--- src/rtl/hangman_pkg.sv ---
// Shared types for the hangman message path: arbiter FSM states and requester identities.
package hangman_pkg;

  typedef enum logic [1:0] {
    StIdle,
    StStart,
    StWait,
    StDone
  } msg_arb_state_t;

  typedef enum logic {
    Host   = 1'b0,
    Player = 1'b1
  } requester_t;

  localparam logic [7:0] TxDataRst = 8'h00;

endpackage

--- src/rtl/msg_timer.sv ---
// Saturating cycle counter for the transmit timeout; expired_o flags the final allowed cycle.
module msg_timer #(
  parameter int unsigned TIMEOUT_CYCLES = 500
) (
  input  logic clk,
  input  logic nRst,
  input  logic enable_i,
  input  logic clear_i,
  output logic expired_o
);

  localparam int unsigned CntW = $clog2(TIMEOUT_CYCLES + 1);
  localparam logic [CntW-1:0] LastCnt = CntW'(TIMEOUT_CYCLES - 1);

  logic [CntW-1:0] cnt_q, cnt_d;

  // Next count: clear wins, otherwise count up and hold at the last value (never wraps).
  always_comb begin
    cnt_d = cnt_q;
    if (clear_i) begin
      cnt_d = '0;
    end else if (enable_i && (cnt_q != LastCnt)) begin
      cnt_d = cnt_q + CntW'(1);
    end
  end

  // Counter register.
  always_ff @(posedge clk or negedge nRst) begin
    if (!nRst) begin
      cnt_q <= '0;
    end else begin
      cnt_q <= cnt_d;
    end
  end

  assign expired_o = (cnt_q == LastCnt);

endmodule

--- src/rtl/msg_arbiter.sv ---
// Round-robin arbiter sharing one byte transmitter between the host and the player.
module msg_arbiter
  import hangman_pkg::*;
#(
  parameter int unsigned TIMEOUT_CYCLES = 500
) (
  input  logic       clk,
  input  logic       nRst,
  input  logic       host_req,
  input  logic [7:0] host_data,
  output logic       host_ack,
  input  logic       play_req,
  input  logic [7:0] play_data,
  output logic       play_ack,
  output logic       tx_start,
  output logic [7:0] tx_data,
  input  logic       tx_busy,
  input  logic       tx_done,
  output logic       msg_sent,
  output logic       error
);

  msg_arb_state_t state_q, state_d;
  requester_t     grant_q, grant_d;
  requester_t     last_grant_q, last_grant_d;
  requester_t     winner;
  logic [7:0]     tx_data_q, tx_data_d;
  logic           timer_expired;

  msg_timer #(
    .TIMEOUT_CYCLES(TIMEOUT_CYCLES)
  ) u_msg_timer (
    .clk      (clk),
    .nRst     (nRst),
    .enable_i (state_q == StWait),
    .clear_i  (state_q != StWait),
    .expired_o(timer_expired)
  );

  // Pick the winner: a lone requester always wins, a tie goes to whoever was not served last.
  always_comb begin
    winner = Host;
    if (host_req && play_req) begin
      winner = (last_grant_q == Host) ? Player : Host;
    end else if (play_req) begin
      winner = Player;
    end
  end

  // FSM next-state and strobes.
  always_comb begin
    state_d      = state_q;
    grant_d      = grant_q;
    last_grant_d = last_grant_q;
    tx_data_d    = tx_data_q;
    tx_start     = 1'b0;
    host_ack     = 1'b0;
    play_ack     = 1'b0;
    msg_sent     = 1'b0;
    error        = 1'b0;
    unique case (state_q)
      StIdle: begin
        if (host_req || play_req) begin
          grant_d   = winner;
          tx_data_d = (winner == Host) ? host_data : play_data;
          state_d   = StStart;
        end
      end
      StStart: begin
        tx_start = !tx_busy;
        if (!tx_busy) begin
          state_d = StWait;
        end
      end
      StWait: begin
        // A completion in the timeout cycle still counts as success.
        if (tx_done) begin
          state_d = StDone;
        end else if (timer_expired) begin
          // last_grant untouched so a tie retries the same requester.
          error   = 1'b1;
          state_d = StIdle;
        end
      end
      StDone: begin
        msg_sent     = 1'b1;
        host_ack     = (grant_q == Host);
        play_ack     = (grant_q == Player);
        last_grant_d = grant_q;
        state_d      = StIdle;
      end
      default: state_d = StIdle;
    endcase
  end

  // State registers; last_grant resets to Player so the host wins the first tie.
  always_ff @(posedge clk or negedge nRst) begin
    if (!nRst) begin
      state_q      <= StIdle;
      grant_q      <= Host;
      last_grant_q <= Player;
      tx_data_q    <= TxDataRst;
    end else begin
      state_q      <= state_d;
      grant_q      <= grant_d;
      last_grant_q <= last_grant_d;
      tx_data_q    <= tx_data_d;
    end
  end

  assign tx_data = tx_data_q;

endmodule

--- config.mk ---
export PLATFORM = sky130hd
export DESIGN_NAME = msg_arbiter
export DESIGN_NICKNAME = d
export VERILOG_FILES = /design/src/rtl/hangman_pkg.sv /design/src/rtl/msg_timer.sv /design/src/rtl/msg_arbiter.sv
export SDC_FILE = /design/constraint.sdc
export NUM_CORES = 1
export LEC_CHECK = 0
export BUFFER_PORTS_ARGS = -buffer_cell sky130_fd_sc_hd__buf_4
export CORE_ASPECT_RATIO = 2
export CORE_MARGIN = 1.5
export CORE_UTILIZATION = 37
export CTS_CLUSTER_DIAMETER = 30
export DETAILED_ROUTE_END_ITERATION = 10
export SLEW_MARGIN = 10
export SYNTH_ARGS = -nofsm -noshare
export SYNTH_HDL_FRONTEND = slang
export SYNTH_HIERARCHICAL = 1
export SYNTH_SLANG_ARGS = --single-unit
--- constraint.sdc ---
create_clock -name clk -period 1.7 [get_ports clk]
set_input_delay 0 -clock clk [delete_from_list [all_inputs] [get_ports clk]]
set_output_delay 0 -clock clk [all_outputs]
set_load 0.03 [all_outputs]
* Word level (Yosys, flattened, before mapping) *
Cells that the tools add are included.

word-level totals
  bits in registers = 21
  logic and storage cells = 42
  input bits = 22

cells by class
  bitwise gates (word level) = 1
  eq/ne operators = 9
  add/subtract/negate cells = 1
  reductions and logical operators = 8
  multiplexer cells = 18

operators with widths
  kind                   count
  $mux W9                2
  $mux W1                10
  $add A9 B1 Y9 const B  1
  $eq A9 B9 Y1 const B   1
  $ne A9 B9 Y1 const B   1
  $mux W2                4
  $mux W8                1
  $pmux W2 S4            1
  $ne A2 B2 Y1 const B   3
  $eq A2 B2 Y1 const B   2
  $ne A3 B3 Y1 const B   1
  $reduce_and A3 Y1      1
  $eq A2 B1 Y1 const B   1
  $logic_and A1 B1 Y1    2
  $logic_not A2 Y1       1
  $reduce_and A2 Y1      1
  $reduce_bool A2 Y1     1
  $logic_not A1 Y1       1
  $logic_or A1 B1 Y1     1
  $not A1 Y1             1

* Longest topological paths before layout *
  depth after elaboration = 4
  mapped depth = 5
  mapped depth without buffers = 5

* By module *
Netlist, hierarchy kept.

modules (own cells, without submodules)
  module       cells each  instances  area each (µm²)
  msg_arbiter  69          1          634.4
  msg_timer    49          1          481.7

* Worst setup path after synthesis *
No wires, ideal clock.

  path kind = register -> register
  from = register state_q[0]
  to = register u_msg_timer.cnt_q[7]
  slack = 187 ps
  arrival time = 1435 ps
  path buffers = 0
  data required time = 1622 ps
  stages on the path, launching flop included = 6
  period minus slack after synthesis = 1513 ps
  path through = dfrtp_1 > nand2b_1 > inv_1 > nand4_1 > or4_1 > a21oi_1

between the ends
  cells in the longest elaborated chain, start to end = 3
  elaborated cells on any way between the ends = 5
  classes of those cells = eq/ne: 2; mux: 1; reduce/logical: 2

ends and longest elaborated chain
  what                                 line                RTL
  start, declared                      msg_arbiter.sv:23   msg_arb_state_t state_q, state_d;
  start signal, assigned               msg_arbiter.sv:99   state_q <= StIdle;
  start signal, assigned               msg_arbiter.sv:104  state_q <= state_d;
  $eq A2 B2 Y1                         msg_arbiter.sv:35   .enable_i (state_q == StWait),
  $logic_and A1 B1 Y1                  msg_timer.sv:22     end else if (enable_i && (cnt_q != LastCnt)) begin
  $reduce_bool A2 Y1 (no source line)  n/a
  end signal, assigned                 msg_timer.sv:32     cnt_q <= cnt_d;
  end, declared                        msg_timer.sv:15     logic [CntW-1:0] cnt_q, cnt_d;

Parallel ways exist; a longest one is shown, timed or not.
A chain may end at the register's enable or synchronous reset.

* Worst setup path after layout *
  from = register u_msg_timer.cnt_q[5]
  to = output port error

between the ends
  cells in the longest elaborated chain, start to end = 4

ends and longest elaborated chain
  what               line               RTL
  $eq A9 B9 Y1       msg_timer.sv:36    assign expired_o = (cnt_q == LastCnt);
  net timer_expired  msg_arbiter.sv:28  logic timer_expired;
  $mux W1            msg_arbiter.sv:79  end else if (timer_expired) begin
  $mux W1            msg_arbiter.sv:77  if (tx_done) begin
  $mux W1            msg_arbiter.sv:61  unique case (state_q)
  end, declared      msg_arbiter.sv:20  output logic error

The timed path passes the listed nets, and every way through them passes these cells.

==> qor.log <==
INFO  floorplanning  chipWidth=41.8um
INFO  floorplanning  pin_count=35
INFO  grt            grt_antenna_before_repair=0
INFO  clock_network  number_of_buffers_added_by_the_clock_tree_synthesis_step=3
INFO  yosys          synth_top_cells_by_area=sky130_fd_sc_hd__dfrtp_1 (45%), sky130_fd_sc_hd__nand2_1 (8.1%), sky130_fd_sc_hd__a21oi_1 (5.4%), sky130_fd_sc_hd__a31oi_1 (3.9%), sky130_fd_sc_hd__dfstp_2 (2.4%)
INFO  yosys          synth_largest_type_area_fraction=44.8%
INFO  layout         fin_util=52.2%
INFO  clock_network  clockBufferDepth=2
INFO  layout         drive_above_1_share=34.2%
INFO  setup_path     regToRegSetupSlack=0.16ns
INFO  setup_path     worstSetupEndpointType=primary output
INFO  grt            wire_length_of_the_first_global_routing_pass=4520um
INFO  pwr            power.density=1400nW/um^2
INFO  yosys          syn_inst_count=118
INFO  yosys          synth.yosys.warnings=6
INFO  routing        dr.pass1.iters=3
INFO  grt            grt_start_max_net_pins=22
INFO  clock_network  cts_tree=done
INFO  grt            grt_util_met1=16.4%
INFO  routing        final_antenna_net_count=0
INFO  placed_design  portBuffers=34
INFO  pwr            max-vdd-ir-drop=0.000737V
INFO  yosys          netlist_top_cells_count=sky130_fd_sc_hd__nand2_1 (24), sky130_fd_sc_hd__dfrtp_1 (20), sky130_fd_sc_hd__a21oi_1 (12)
INFO  floorplanning  core_area=2910squm
INFO  layout         post-route-cell-area=1520squm
INFO  setup_path     timing.critical_path.from_type=flip-flop
INFO  yosys          async_reset_ff_share=100%
INFO  grt            gr-max-usage-layer=met2
INFO  grt            met2_usage=35.0%
INFO  layout         antennaDiodeCount=0
INFO  setup_path     critPathMaxFanout=5
INFO  timing         worst_pin_slew=0.554ns
INFO  routing        drt_wl_total=2550um
INFO  timing         hold-worst-slack=0.00173ns
INFO  yosys          yosys_register_bits=21
INFO  grt            globalRouteTotalUtil=17.0%
INFO  yosys          synthFlopType=sky130_fd_sc_hd__dfrtp_1
INFO  grt            globalRouteMet3Util=1.80%
INFO  layout         layout-area-overhead-vs-synth=35.9%
INFO  setup_path     critical_path_required=1.70ns
INFO  yosys          synth-seq-area-share=47.2%
INFO  outcome        run_status=finished clean
INFO  routing        drt_drc_violations_left=0
INFO  floorplanning  initial_utilization=38.4%
INFO  yosys          post_synthesis_cell_type_with_the_largest_combined_area=sky130_fd_sc_hd__dfrtp_1
INFO  clock_network  worst_skew_pair.late_latency=0.26ns
INFO  yosys          post-synth-top-count-cell=sky130_fd_sc_hd__nand2_1
INFO  clock_network  cts-htree-levels=1
INFO  setup_path     r2r-end=u_msg_timer/cnt_q[7]
INFO  yosys          syn_area_per_cell=9.46squm
INFO  timing         rsz0062_at_grt=yes
INFO  timing         finalSetupViolations=0
INFO  timing         period_share=94.5%
INFO  setup_path     rr_startpoint=state_q[0]
INFO  floorplanning  dieArea=3370squm
INFO  worst_hold_path hold_path.class=in2reg
INFO  floorplanning  die_height=80.7um
INFO  clock_network  cts_sinks=21
INFO  placed_design  placedInstanceArea=1390squm
INFO  setup_path     cp_data_arrival_time=1.61ns
INFO  timing         final_hold_viol_count=0
INFO  timing         finClkSkew=0.00375ns
INFO  routing        routed_wire_length_per_instance=13.4um
INFO  clock_network  worst_setup_hold_path_clk_slew=0.08ns
INFO  routing        num_vias=1002
INFO  yosys          synth_nets=141
INFO  layout         n_fill_cell=296
INFO  grt            grt_overflow=0
INFO  timing         finalWorstPathRequiredPeriod=1.61ns
INFO  routing        via_cell_ratio=5.25
INFO  setup_path     worstRegToRegCells=5
INFO  grt            first_global_vias=1073
INFO  setup_path     critPathLaunch=u_msg_timer/cnt_q[5]
INFO  setup_path     critical_path_class=reg2out
INFO  clock_network  cts.root.buffer_cell=sky130_fd_sc_hd__clkbuf_8
INFO  pwr            power.static_leakage=0.694nW
INFO  timing         slew_headroom=63.1%
INFO  yosys          yosys.cell_types.count=40
INFO  routing        detail_route.iter0.violations=22
INFO  yosys          synth-edff-count=0
INFO  setup_path     endpoint=error
INFO  timing         timing.fmax=0.622GHz
INFO  placed_design  globalplace.congestion=0.797
INFO  placed_design  detailed_place_hpwl=2010um
INFO  floorplanning  core.rowCount=28
INFO  job            maxCapViolCount=0
INFO  yosys          synthesis.area=1120squm
INFO  layout         final_nets=185
INFO  timing         maxSlewViolCount=0
how the worst min path moves through the flow:
| stage | start | endpoint | slack, ns | depth (start not counted) |
|---|---|---|---|---|
| after detailed placement | nRst | u_msg_timer/cnt_q[6] | -0.1 | 1 |
| final | host_data[2] | tx_data[2] | 0.002 | 3 |
| after global routing | host_data[4] | tx_data[4] | 0.0006 | 3 |
| after CTS | host_data[6] | tx_data[6] | 0.001 | 3 |
| after global placement | nRst | u_msg_timer/cnt_q[6] | -0.1 | 1 |
| after floorplan | nRst | grant_q | -0.30 | 0 |
per-layer routing:
metal  vias to the layer above  part of all wire (%)  wire [um]
li1                        500                     -          -
met5                         -                     0          0
met3                         4                   3.0         76
met4                         0                   1.5         39
met2                        28                    60       1530
met1                       470                    36        910
power breakdown:
group	internal, W	switching, W
Sequential	0.000654	0.000106
Combinational	0.000429	0.000610
Clock	0.000163	0.000164
Total	0.00125	0.000880
layout by cell type (no fill, tap or decap), types with 2 or more instances in the layout:
| cell type | instances |
|---|---|
| sky130_fd_sc_hd__dlygate4sd3_1 | 5 |
| sky130_fd_sc_hd__nand2_1 | 24 |
| sky130_fd_sc_hd__clkbuf_8 | 3 |
| sky130_fd_sc_hd__nor2b_1 | 2 |
| sky130_fd_sc_hd__xnor2_1 | 2 |
| sky130_fd_sc_hd__nand4_1 | 2 |
| sky130_fd_sc_hd__a31oi_1 | 7 |
| sky130_fd_sc_hd__buf_4 | 38 |
| sky130_fd_sc_hd__nor2_1 | 5 |
| sky130_fd_sc_hd__a21oi_1 | 12 |
| sky130_fd_sc_hd__mux2i_1 | 2 |
| sky130_fd_sc_hd__dfrtp_1 | 20 |
| sky130_fd_sc_hd__inv_1 | 6 |
| sky130_fd_sc_hd__o21ai_0 | 3 |
| sky130_fd_sc_hd__or3_1 | 2 |
| sky130_fd_sc_hd__o41ai_1 | 2 |
worst max-delay path, cell delays in order, from the launching register on:
cell,delay [ns]
sky130_fd_sc_hd__dfrtp_1,0.41
sky130_fd_sc_hd__nand4_2,0.18
sky130_fd_sc_hd__nor4_2,0.27
sky130_fd_sc_hd__nor2b_2,0.19
sky130_fd_sc_hd__nor2b_1,0.14
sky130_fd_sc_hd__buf_4,0.17
registers in the layout (all words and copies together), names as in the netlist:
signal             flops
u_msg_timer/cnt_q      9
tx_data                8
state_q                2
grant_q                1
last_grant_q           1
what timing repair did:
| action | 4_1_cts | 5_1_grt |
|---|---|---|
| pin swaps | 0 | 1 |
| hold buffers | 5 | 0 |
| gates resized for setup | 1 | 2 |
| endpoints found under the hold margin | 24 | 0 |
| endpoints found under the setup margin | 1 | 3 |
| buffers inserted | 1 | 1 |
through the flow:
stage	setup slack [ns]	power, W	instances	setup TNS, ns
6_report	0.0927	0.00213	191	0
5_1_grt	-0.0590	0.00227	191	-0.0590
2_1_floorplan	0.187	0.00145	118	0
3_3_place_gp	0.166	0.00179	180	0
3_5_place_dp	0.0795	0.00180	180	0
4_1_cts	0.0372	0.00215	190	0
kinds of logic (layout without fill, tap and decap cells):
family          count (synthesis)  after routing  share of synthesized area (%)
compound gates                 33             33                           20.6
xor+xnor                        2              2                           1.57
fa+ha+maj                       1              1                           1.12
buf+inv                        10             53                           4.71
flops                          21             21                           47.2
mux                             3              3                           3.14
simple gates                   48             48                           21.6
cell type report:
cell class	count	area, sq um	share of cell area (%)
timing repair buffer	43	335	22.1
inverter	6	22.5	1.49
clock buffer	3	41.3	2.72
clock inverter	1	5.00	0.330
tap	30	37.5	2.48
multi-input combinational	87	548	36.1
sequential	21	527	34.7
No activity file was read; power rests on OpenSTA's default activity.
